===== config.mk =====
export PLATFORM = sky130hd
export DESIGN_NAME = npu_job_sequencer
export DESIGN_NICKNAME = d
export VERILOG_FILES = /design/src/rtl/npu_job_sequencer.sv
export SDC_FILE = /design/constraint.sdc
export NUM_CORES = 1
export LEC_CHECK = 0
export CAP_MARGIN = 15
export CORE_MARGIN = 3
export CORE_UTILIZATION = 57
export CTS_CLUSTER_SIZE = 24
export DETAILED_ROUTE_END_ITERATION = 6
export PLACE_DENSITY = 0.83
export SKIP_CTS_REPAIR_TIMING = 1
export SLEW_MARGIN = 10
export SYNTH_ARGS = -nofsm -noshare
export SYNTH_HDL_FRONTEND = slang
export SYNTH_SLANG_ARGS = --single-unit

===== constraint.sdc =====
create_clock -name clk -period 2.4 [get_ports clk]
set_input_delay 0.72 -clock clk [delete_from_list [all_inputs] [get_ports clk]]
set_output_delay 0.72 -clock clk [all_outputs]
set_load 0.01 [all_outputs]

===== src/rtl/npu_job_sequencer.sv =====
// npu_job_sequencer: buffers operand pairs, issues them to atom_npu_core,
// and accumulates core results into a saturating sum.
module npu_job_sequencer #(
  parameter int DEPTH   = 8,
  parameter int ACC_W   = 8,
  parameter int TIMEOUT = 15
) (
  input  logic             clk,
  input  logic             rst_n,
  input  logic             load_valid,
  input  logic [3:0]       load_data,
  input  logic [3:0]       load_weight,
  output logic             load_ready,
  input  logic             run,
  output logic             core_start,
  output logic [3:0]       core_input,
  output logic [3:0]       core_weight,
  input  logic [3:0]       core_output,
  input  logic             core_done,
  output logic [ACC_W-1:0] acc_out,
  output logic             busy,
  output logic             job_done,
  output logic             timeout_err
);

  localparam int PW = $clog2(DEPTH);
  localparam int CW = PW + 1;
  localparam int TW = $clog2(TIMEOUT + 1);

  typedef enum logic [1:0] {
    IDLE,
    ISSUE,
    WAIT,
    DONE
  } state_t;

  state_t state, state_nx;

  logic [3:0]       buf_d [DEPTH];
  logic [3:0]       buf_w [DEPTH];
  logic [PW-1:0]    wr_ptr, rd_ptr, rd_nx;
  logic [CW-1:0]    count;
  logic [TW-1:0]    timer;
  logic [ACC_W-1:0] acc, acc_sat;
  logic [ACC_W:0]   sum;
  logic             err;
  logic [3:0]       op_d, op_w;

  logic accept, go, last, tmo, room;

  assign room   = count < CW'(DEPTH);
  // run takes priority over a simultaneous load
  assign accept = (state == IDLE) && load_valid && room && !run;
  assign go     = (state == IDLE) && run && (count != '0);
  assign last   = {1'b0, rd_ptr} == (count - 1'b1);
  assign tmo    = timer == TW'(TIMEOUT - 1);
  assign rd_nx  = rd_ptr + 1'b1;

  assign sum     = {1'b0, acc} + (ACC_W + 1)'(core_output);
  assign acc_sat = sum[ACC_W] ? '1 : sum[ACC_W-1:0];

  always_comb begin
    state_nx = state;
    unique case (state)
      IDLE:  if (go) state_nx = ISSUE;
      ISSUE: state_nx = WAIT;
      WAIT: begin
        if (core_done)
          state_nx = last ? DONE : ISSUE;
        else if (tmo)
          state_nx = DONE;
      end
      DONE:  state_nx = IDLE;
      default: state_nx = IDLE;
    endcase
  end

  always_ff @(posedge clk) begin
    if (accept) begin
      buf_d[wr_ptr] <= load_data;
      buf_w[wr_ptr] <= load_weight;
    end
  end

  always_ff @(posedge clk or negedge rst_n) begin
    if (!rst_n) begin
      state  <= IDLE;
      wr_ptr <= '0;
      rd_ptr <= '0;
      count  <= '0;
      timer  <= '0;
      acc    <= '0;
      err    <= 1'b0;
      op_d   <= '0;
      op_w   <= '0;
    end else begin
      state <= state_nx;
      if (accept) begin
        wr_ptr <= wr_ptr + 1'b1;
        count  <= count + 1'b1;
      end
      if (go) begin
        acc    <= '0;
        rd_ptr <= '0;
        err    <= 1'b0;
        op_d   <= buf_d[0];
        op_w   <= buf_w[0];
      end
      if (state == ISSUE)
        timer <= '0;
      if (state == WAIT) begin
        if (core_done) begin
          acc <= acc_sat;
          if (!last) begin
            rd_ptr <= rd_nx;
            op_d   <= buf_d[rd_nx];
            op_w   <= buf_w[rd_nx];
          end
        end else if (tmo) begin
          err <= 1'b1;
        end else begin
          timer <= timer + 1'b1;
        end
      end
      if (state == DONE) begin
        count  <= '0;
        wr_ptr <= '0;
        rd_ptr <= '0;
      end
    end
  end

  assign load_ready  = (state == IDLE) && room;
  assign core_start  = state == ISSUE;
  assign busy        = state != IDLE;
  assign job_done    = state == DONE;
  assign core_input  = op_d;
  assign core_weight = op_w;
  assign acc_out     = acc;
  assign timeout_err = err;

endmodule


* After elaboration in Yosys (flattened, before gate mapping) *
Memories as Yosys holds them, arrays and structs flattened.
Index checks and enable logic that the tools add are counted.

operators by class
  add/sub/neg operators = 6
  order comparisons = 1
  eq/ne operators = 7
  muxes and demuxes = 36
  reductions and logical operators = 12

operators by type and width
  operator                                             count
  two-way mux 4 bit                                    14
  two-way mux 8 bit                                    4
  two-way mux 3 bit                                    7
  adder 8 x 4 -> 9 bit                                 1
  adder 4 x 1 -> 4 bit, second input constant          2
  two-way mux 2 bit                                    4
  one-hot mux 2 bit (4 select lines)                   1
  adder 3 x 1 -> 3 bit, second input constant          2
  logical AND 1 bit                                    6
  two-way mux 1 bit                                    6
  equality test 2 bit, second input constant           2
  equality test 3 x 4 -> 1 bit                         1
  equality test 4 bit, second input constant           1
  < comparator 4 bit, second input constant            1
  nonzero test 2 bit                                   2
  nonzero test 4 bit                                   1
  subtractor 4 x 1 -> 4 bit, second input constant     1
  != test 3 bit, second input constant                 1
  equality test 2 x 1 -> 1 bit, second input constant  1
  zero test 2 bit                                      1
  != test 2 bit, second input constant                 1
  AND reduction 2 bit                                  1
  zero test 1 bit                                      1

storage, ports and cells
  register bits after elaboration = 33
  bits in writable memories = 64
  bits of input ports = 17
  output and inout port bits = 21
  logic and storage cells = 73
  memories = 2

memory list
  name   words  bits a word  rd ports  clocked after Yosys merged registers in  wr ports  line  text
  buf_d  8      4            2         0                                        1         39    logic [3:0] buf_d [DEPTH];
  buf_w  8      4            2         0                                        1         40    logic [3:0] buf_w [DEPTH];

* Longest topological paths before layout *
Gate-level depths: netlist of the first run.

  word-level depth = 8
  depth in mapped cells = 8
  depth with buffers taken out = 7

* Worst setup path before layout of the first run *
Ideal clock, no wire load.

  kind = reg-to-reg
  start point = reg state[0]
  end point = mem buf_d[0][0] (enable)
  data arrival time = 1.913 ns
  required time = 2.005 ns
  path slack = 0.092 ns
  cell stages (with the launch flop) = 4
  buffers on the path = 0
  period minus slack after synthesis = 2.308 ns
  path through = dfrtp_1 > nor3_1 > nand3b_1 > nor4_1

on the way
  word-level cells in the longest chain between the ends = 6

ends and longest elaborated chain
  item                                     line  text
  from (decl)                              37    state_t state, state_nx;
  from (signal assigned)                   97    state <= state_nx;
  zero test 2 bit                          53    assign accept = (state == IDLE) && load_valid && room && !run;
  logical AND 1 bit (3 in series)          53
  two-way mux 1 bit                        79    if (accept) begin
  two-way mux 1 bit (implied by the code)  80    buf_d[wr_ptr] <= load_data;
  to (decl)                                39

No other way between the ends.

* Final worst setup path of the first run *
  start point = in core_output[0]
  end point = reg acc[0] (netlist: acc_out[0])

on the way
  word-level cells in the longest chain between the ends = 4

ends and longest elaborated chain
  item                  line  text
  from (decl)           18    input logic [3:0] core_output,
  adder 8 x 4 -> 9 bit  59    assign sum = {1'b0, acc} + (ACC_W + 1)'(core_output);
  two-way mux 8 bit     60    assign acc_sat = sum[ACC_W] ? '1 : sum[ACC_W-1:0];
  two-way mux 8 bit     112   if (core_done) begin
  two-way mux 8 bit     111   if (state == WAIT) begin
  to (signal assigned)  113   acc <= acc_sat;
  to (decl)             44    logic [ACC_W-1:0] acc, acc_sat;

No other way between the ends.
A chain may end at the register's enable or synchronous reset.

==> results.txt, run 1 <==
All-Layer GR Usage = 21.7%
CTS max path bufs = 2
Die Area = 8580 µm²
Clk Latency, worst-skew pair = 360 ps
Slew HR = 67.9%
Synth top area share = 44.9%
Crit path capture = acc_out[0]
Final setup TNS = 0 ps
Slew @ Worst Pin = 480 ps
Flop-to-flop setup slack = 320 ps
H-Tree Depth = 3
Worst path slowest cell = clkdlybuf4s50_1
Core Footprint = 7020 µm²
Worst Setup Start Kind = primary input
Area leader, netlist = edfxtp_1
Nets = 373
Gate Count Post-Synth = 282
DRT Pass-1 Iters = 4
Net Switching = 0.00185 W
CTS Root Cell = clkbuf_8
Post-synthesis adder-cell area fraction = 3.39%
Initial core utilization = 61.0%
Met2 routed WL = 4.54 mm
CP Capture Type = flop
Combinational share of power = 38.9%
Cells on worst reg2reg path = 5
Initial antenna violation count = 0
Cts bufs inserted = 9
Worst r2r dst = core_input[0]
Routed wire per std cell = 19.3 µm
Final setup viols = 0
Largest net degree at the start of global routing = 34
Cells along the critical path = clkdlybuf4s50_1 > ha_1 > fa_1 > a21o_1 > a21oi_1 > nand3b_1 > o21ai_0 > a2bb2oi_1
Post-synth EDFFs = 64
Synth warn = 0
Net Sw Frac = 32.6%
Routed WL = 8.63 mm
Pwr/cell area = 1100 nW/µm²
Final Critical Period = 2370 ps
Maximum vdd drop = 0.000548 V
Final Skew = 15.2 ps
Post-synth cell types = 44
Yosys reg bits = 97
Clock transition at path regs = 100 ps
Worst r2r src = rd_ptr[1]
Hold WS = 509 ps
Vias in the first global route = 2,719
I/O Pins = 38
Routability congestion estimate = 0.895
Uppermost layer routed = met4
Most frequent cells in the layout = 64 x edfxtp_1, 35 x clkdlybuf4s50_1, 31 x dfrtp_1, 27 x mux2i_1, 24 x nand2_1
Sequential area share after synthesis = 64.2%
Dpl hpwl = 5.78 mm
Vias = 2,626
Chip width = 92.6 µm
Crit share post-route = 98.7%
CTS tree = built
Iter 0 DRT Violations = 191
IO Port Bufs = 37
CP arrival = 2620 ps
FMAX = 422 MHz
Ys async rst share = 34.0%
Int Pwr = 0.00383 W
# rows = 30
Post-synthesis xor/xnor area fraction = 2.78%
Leakage = 1.94 nW
Commonest non-fill, non-tap cell in the layout = edfxtp_1
Syn Nets = 310
Main synth FF type = edfxtp_1
Critical Path Fanout Max = 3
CP Data Required Time = 2650 ps
Die height = 92.6 µm
Tot Pwr = 0.00568 W
Status = finished clean
DRT met1 WL = 3.42 mm
Largest family of logic cells by synthesized area = multiplexers
Total inserted antenna cells = 0
Reg power frac = 40.5%
Met3 routed WL = 496 µm
DRC viols = 0
Crit path largest cell delay = 410 ps
Crit path kind = in -> reg
Multiplexer area fraction after synthesis = 14.7%
Simple-gate share of the synthesized area = 7.60%
Synth area leaders = edfxtp_1 45%, dfrtp_1 19%, mux4_2 8.4%, mux2i_1 6.3%, ha_1 2.9%
Ratio of cells with drive above 1 in the final layout = 18.9%
First-pass GRT wire length = 14.0 mm
Gr ovfl total = 0
Hold Crit Class = reg -> reg
Syn avg cell area = 15.2 µm²
Hold Vio Cnt, Final = 0
Antenna Violating Nets Remaining = 0
Clock share of power = 20.7%
Via-to-Cell Ratio = 5.89
Mapped Area = 4280 µm²
Max-Cap Viols = 0
Slew Viols, Final = 0
Crit path from = core_output[0]
Compound-gate portion of the synthesized area = 5.15%
Clk sinks = 97
Area growth syn-to-layout = 20.5%
## worst min-delay path by stage
stage                startpoint           to  slack (ps)  cells past startpoint
floorplan                 rst_n   acc_out[0]         420                      0
global route           timer[3]     timer[3]         540                      1
finish              timeout_err  timeout_err         510                      2
detailed placement  timeout_err  timeout_err         490                      2
global placement    timeout_err  timeout_err         470                      2
CTS                 timeout_err  timeout_err         510                      2
## worst max-delay path, delay by kind of cell
kind	cells	cell delay, ps
adders and majority gates	2	620
AOI/OAI and AO/OA	4	670
and+or+nand+nor	1	190
buffers and inverters	1	410
## power groups by stage
stage	Sequential [W]	Clock, W	Combinational [W]
6_report	0.00230	0.00117	0.00221
5_1_grt	0.00234	0.00128	0.00240
4_1_cts	0.00229	0.00120	0.00218
3_5_place_dp	0.00232	0	0.00216
3_3_place_gp	0.00231	0	0.00208
2_1_floorplan	0.00232	0	0.00134
## area by class of cell
type	instances	area (µm²)
timing repair buffer	61	581
fill	430	1860
clock buffer	9	124
tap	96	120
multi-input combinational	167	1450
inverter	9	33.8
sequential	97	2750
clock inverter	7	101
## through the flow
step	worst slack (ps)	cell area, µm²	util (%)	cells
floorplan	92.2	4280	-	282
finish	30.0	5160	73.5	446
detailed placement	-283	4890	69.7	427
CTS	-54.5	5120	72.9	443
global route	-10.9	5160	73.5	446
global placement	-233	4890	69.7	427
## flip-flops by register name, summed over array words and instances (netlist names)
name	cells
core_weight	4
state	2
timeout_err	1
timer	4
buf_d	32
acc_out	8
count	4
wr_ptr	3
rd_ptr	3
core_input	4
buf_w	32
## cell usage after synthesis (3+ instances only)
cell and n:
a31oi_1 3, buf_4 3, edfxtp_1 64, nand2_1 25
dfrtp_1 33, o21ai_0 4, mux2i_1 27, a21oi_1 9
a21o_1 3, nor3_1 7, inv_1 8, buf_2 4
a211oi_1 4, mux4_2 16, xnor2_1 7, nand2b_1 3
nor2_1 13, nand3_1 6, ha_1 10
## metal layers
metal  vias up  global-route usage, %
met5         -                      0
met4         0                   6.35
met3        22                   4.55
met2        87                   38.2
met1      1326                   27.4
li1       1191                      -
## cell families after synthesis
logic type               Yosys count
AO/OA/AOI/OAI                     34
AND/OR/NAND/NOR                   68
multiplexers                      43
flip-flops                        97
adder cells (fa/ha/maj)           11
buffers and inverters             18
XOR/XNOR                          11
(Power assumes the default switching activity.)
==> run 2, diff against run 1 <==
--- a/config.mk
+++ b/config.mk
@@ -10,9 +10,10 @@
 export CORE_UTILIZATION = 57
 export CTS_CLUSTER_SIZE = 24
 export DETAILED_ROUTE_END_ITERATION = 6
-export PLACE_DENSITY = 0.83
+export PLACE_DENSITY = 0.85
 export SKIP_CTS_REPAIR_TIMING = 1
-export SLEW_MARGIN = 10
+export SKIP_LAST_GASP = 1
+export SLEW_MARGIN = 25
 export SYNTH_ARGS = -nofsm -noshare
 export SYNTH_HDL_FRONTEND = slang
 export SYNTH_SLANG_ARGS = --single-unit
==> run 2 against run 1 <==
  * Cell area decreased by 1.5%
  * Sequential cell count did not move
  * Global-route usage fell by 1.2 points
  * Die area unchanged
  * Routed wire length decreased by 7.5%
  * Via count down 1.9%
  * Sequential power hardly changed
  * Critical path depth shrank 6
  * Setup slack improved by 8.6 ps
  * First-iteration DRC count shrank 18%
==> results.txt, run 2 (synthesis results as in run 1) <==
Placed Area = 4870 µm² (-0.51%)
Iter 0 DRT Violations = 157 (-18%)
Status = finished clean
Crit path kind = reg -> out
Final instance area = 5080 µm² (-1.5%)
Hold WS = 495 ps (-13.6 ps)
Hold Crit Class = reg -> reg
CP arrival = 1640 ps (-980 ps)
Initial antenna violation count = 0 (unchanged)
Vias in the first global route = 2,628 (-3.3%)
Core Footprint = 7020 µm² (unchanged)
Hold path startpoint = timer[3]
Largest net degree at the start of global routing = 34 (unchanged)
Pwr/cell area = 1060 nW/µm² (-3.6%)
H-Tree Depth = 3 (unchanged)
Worst r2r src = count[0]
Tot Pwr = 0.00539 W (-5.1%)
Total inserted antenna cells = 0 (unchanged)
Gr ovfl total = 0 (unchanged)
Chip width = 92.6 µm (unchanged)
Worst r2r dst = rd_ptr[2]
DRC viols = 0 (unchanged)
Commonest non-fill, non-tap cell in the layout = edfxtp_1
Routed wire per std cell = 18.0 µm (-7.1%)
Initial core utilization = 61.0% (unchanged)
RSZ-0062 raised after global routing = yes
Clk sinks = 97 (unchanged)
Ratio of cells with drive above 1 in the final layout = 19.5% (+0.68 points)
Via-to-Cell Ratio = 5.80 (-1.4%)
FMAX = 423 MHz (+0.37%)
Nets = 371 (-0.54%)
Die height = 92.6 µm (unchanged)
Vias = 2,577 (-1.9%)
Antenna Violating Nets Remaining = 0 (unchanged)
Slew HR = 54.3% (-14 points)
Cts bufs inserted = 9 (unchanged)
Worst setup margin = 38.7 ps (+8.63 ps)
Most frequent cells in the layout = 64 x edfxtp_1, 36 x clkdlybuf4s50_1, 31 x dfrtp_1, 27 x mux2i_1, 23 x nand2_1
# rows = 30 (unchanged)
Cells on worst reg2reg path = 8 (+3)
CP Data Required Time = 1680 ps (-970 ps)
Clock transition at path regs = 100 ps (about the same)
CTS Root Cell = clkbuf_8
Dpl hpwl = 5.50 mm (-4.9%)
Final Skew = 11.7 ps (-3.45 ps)
Critical Path Fanout Max = 8 (+5)
Hold depth = 1 (-1)
All-Layer GR Usage = 20.5% (-1.2 points)
CP Capture Type = output pin
CTS tree = built
Max-Cap Viols = 0 (unchanged)
Maximum vdd drop = 0.000576 V (+5.1%)
Final Critical Period = 2360 ps (-8.63 ps)
Leakage = 1.89 nW (-2.5%)
Worst Setup Start Kind = flop
IO Port Bufs = 37 (unchanged)
DRT Pass-1 Iters = 4 (unchanged)
Slew Viols, Final = 0 (unchanged)
CTS max path bufs = 2 (unchanged)
I/O Pins = 38 (unchanged)
Final setup viols = 0 (unchanged)
Crit share post-route = 98.4% (-0.36 points)
Hold path endpoint = timer[3]
First-pass GRT wire length = 13.3 mm (-5.1%)
Die Area = 8580 µm² (unchanged)
Final Util = 72.4% (-1.1 points)
Routability congestion estimate = 0.874 (-2.4%)
Dpl ws = -324 ps (-40.6 ps)
Area growth syn-to-layout = 18.7%
Routed WL = 7.98 mm (-7.5%)
Hold Vio Cnt, Final = 0 (unchanged)
Flop-to-flop setup slack = 470 ps (+150 ps)
Slew @ Worst Pin = 684 ps (+204 ps)
Clk Latency, worst-skew pair = 360 ps (about the same)
[run 2: where the power goes]
part / total [W] / switching [W] / leakage (nW) / internal (W)
Sequential: 0.00230 / 0.000254 / 0.998 / 0.00205
Clock: 0.000986 / 0.000591 / 0.0967 / 0.000396
Combinational: 0.00210 / 0.000990 / 0.794 / 0.00111
[run 2: worst max-delay path, stage by stage, from the launching register on]
cell             delay, ps
dfrtp_2                480
nor3_2                 220
clkdlybuf4s50_1        580
[run 2: layout make-up]
| class | instances | area (µm²) |
|---|---|---|
| well taps | 96 | 120 |
| clock inverters | 7 | 56.3 |
| inverters | 9 | 33.8 |
| clock buffers | 9 | 124 |
| repair buffers | 59 | 538 |
| flip-flops and latches | 97 | 2750 |
| fillers | 448 | 1940 |
| multi-input cells | 167 | 1460 |
[run 2: how the worst max path moves through the flow]
stage / from / to / slack (ps) / depth (start not counted)
2_1_floorplan: state[0] / buf_d[0][0] / 90 / 3
3_3_place_gp: core_output[0] / acc_out[1] / -250 / 8
3_5_place_dp: core_output[0] / acc_out[0] / -320 / 8
4_1_cts: state[1] / core_start / -60 / 4
5_1_grt: state[0] / load_ready / -40 / 2
6_report: state[0] / load_ready / 40 / 2
[run 2: per-stage QoR]
step                cells  TNS [ps]
floorplan             282         0
global placement      427     -1500
detailed placement    427     -2090
CTS                   443      -120
global route          444     -39.3
finish                444         0
[run 2: layer usage]
layer,share of wire [%],track usage (%),up-vias
met1,40,26.4,1297
met3,6.4,4.47,13
met2,52,34.4,76
met4,1.4,7.81,0
met5,0,0,-
li1,-,-,1191
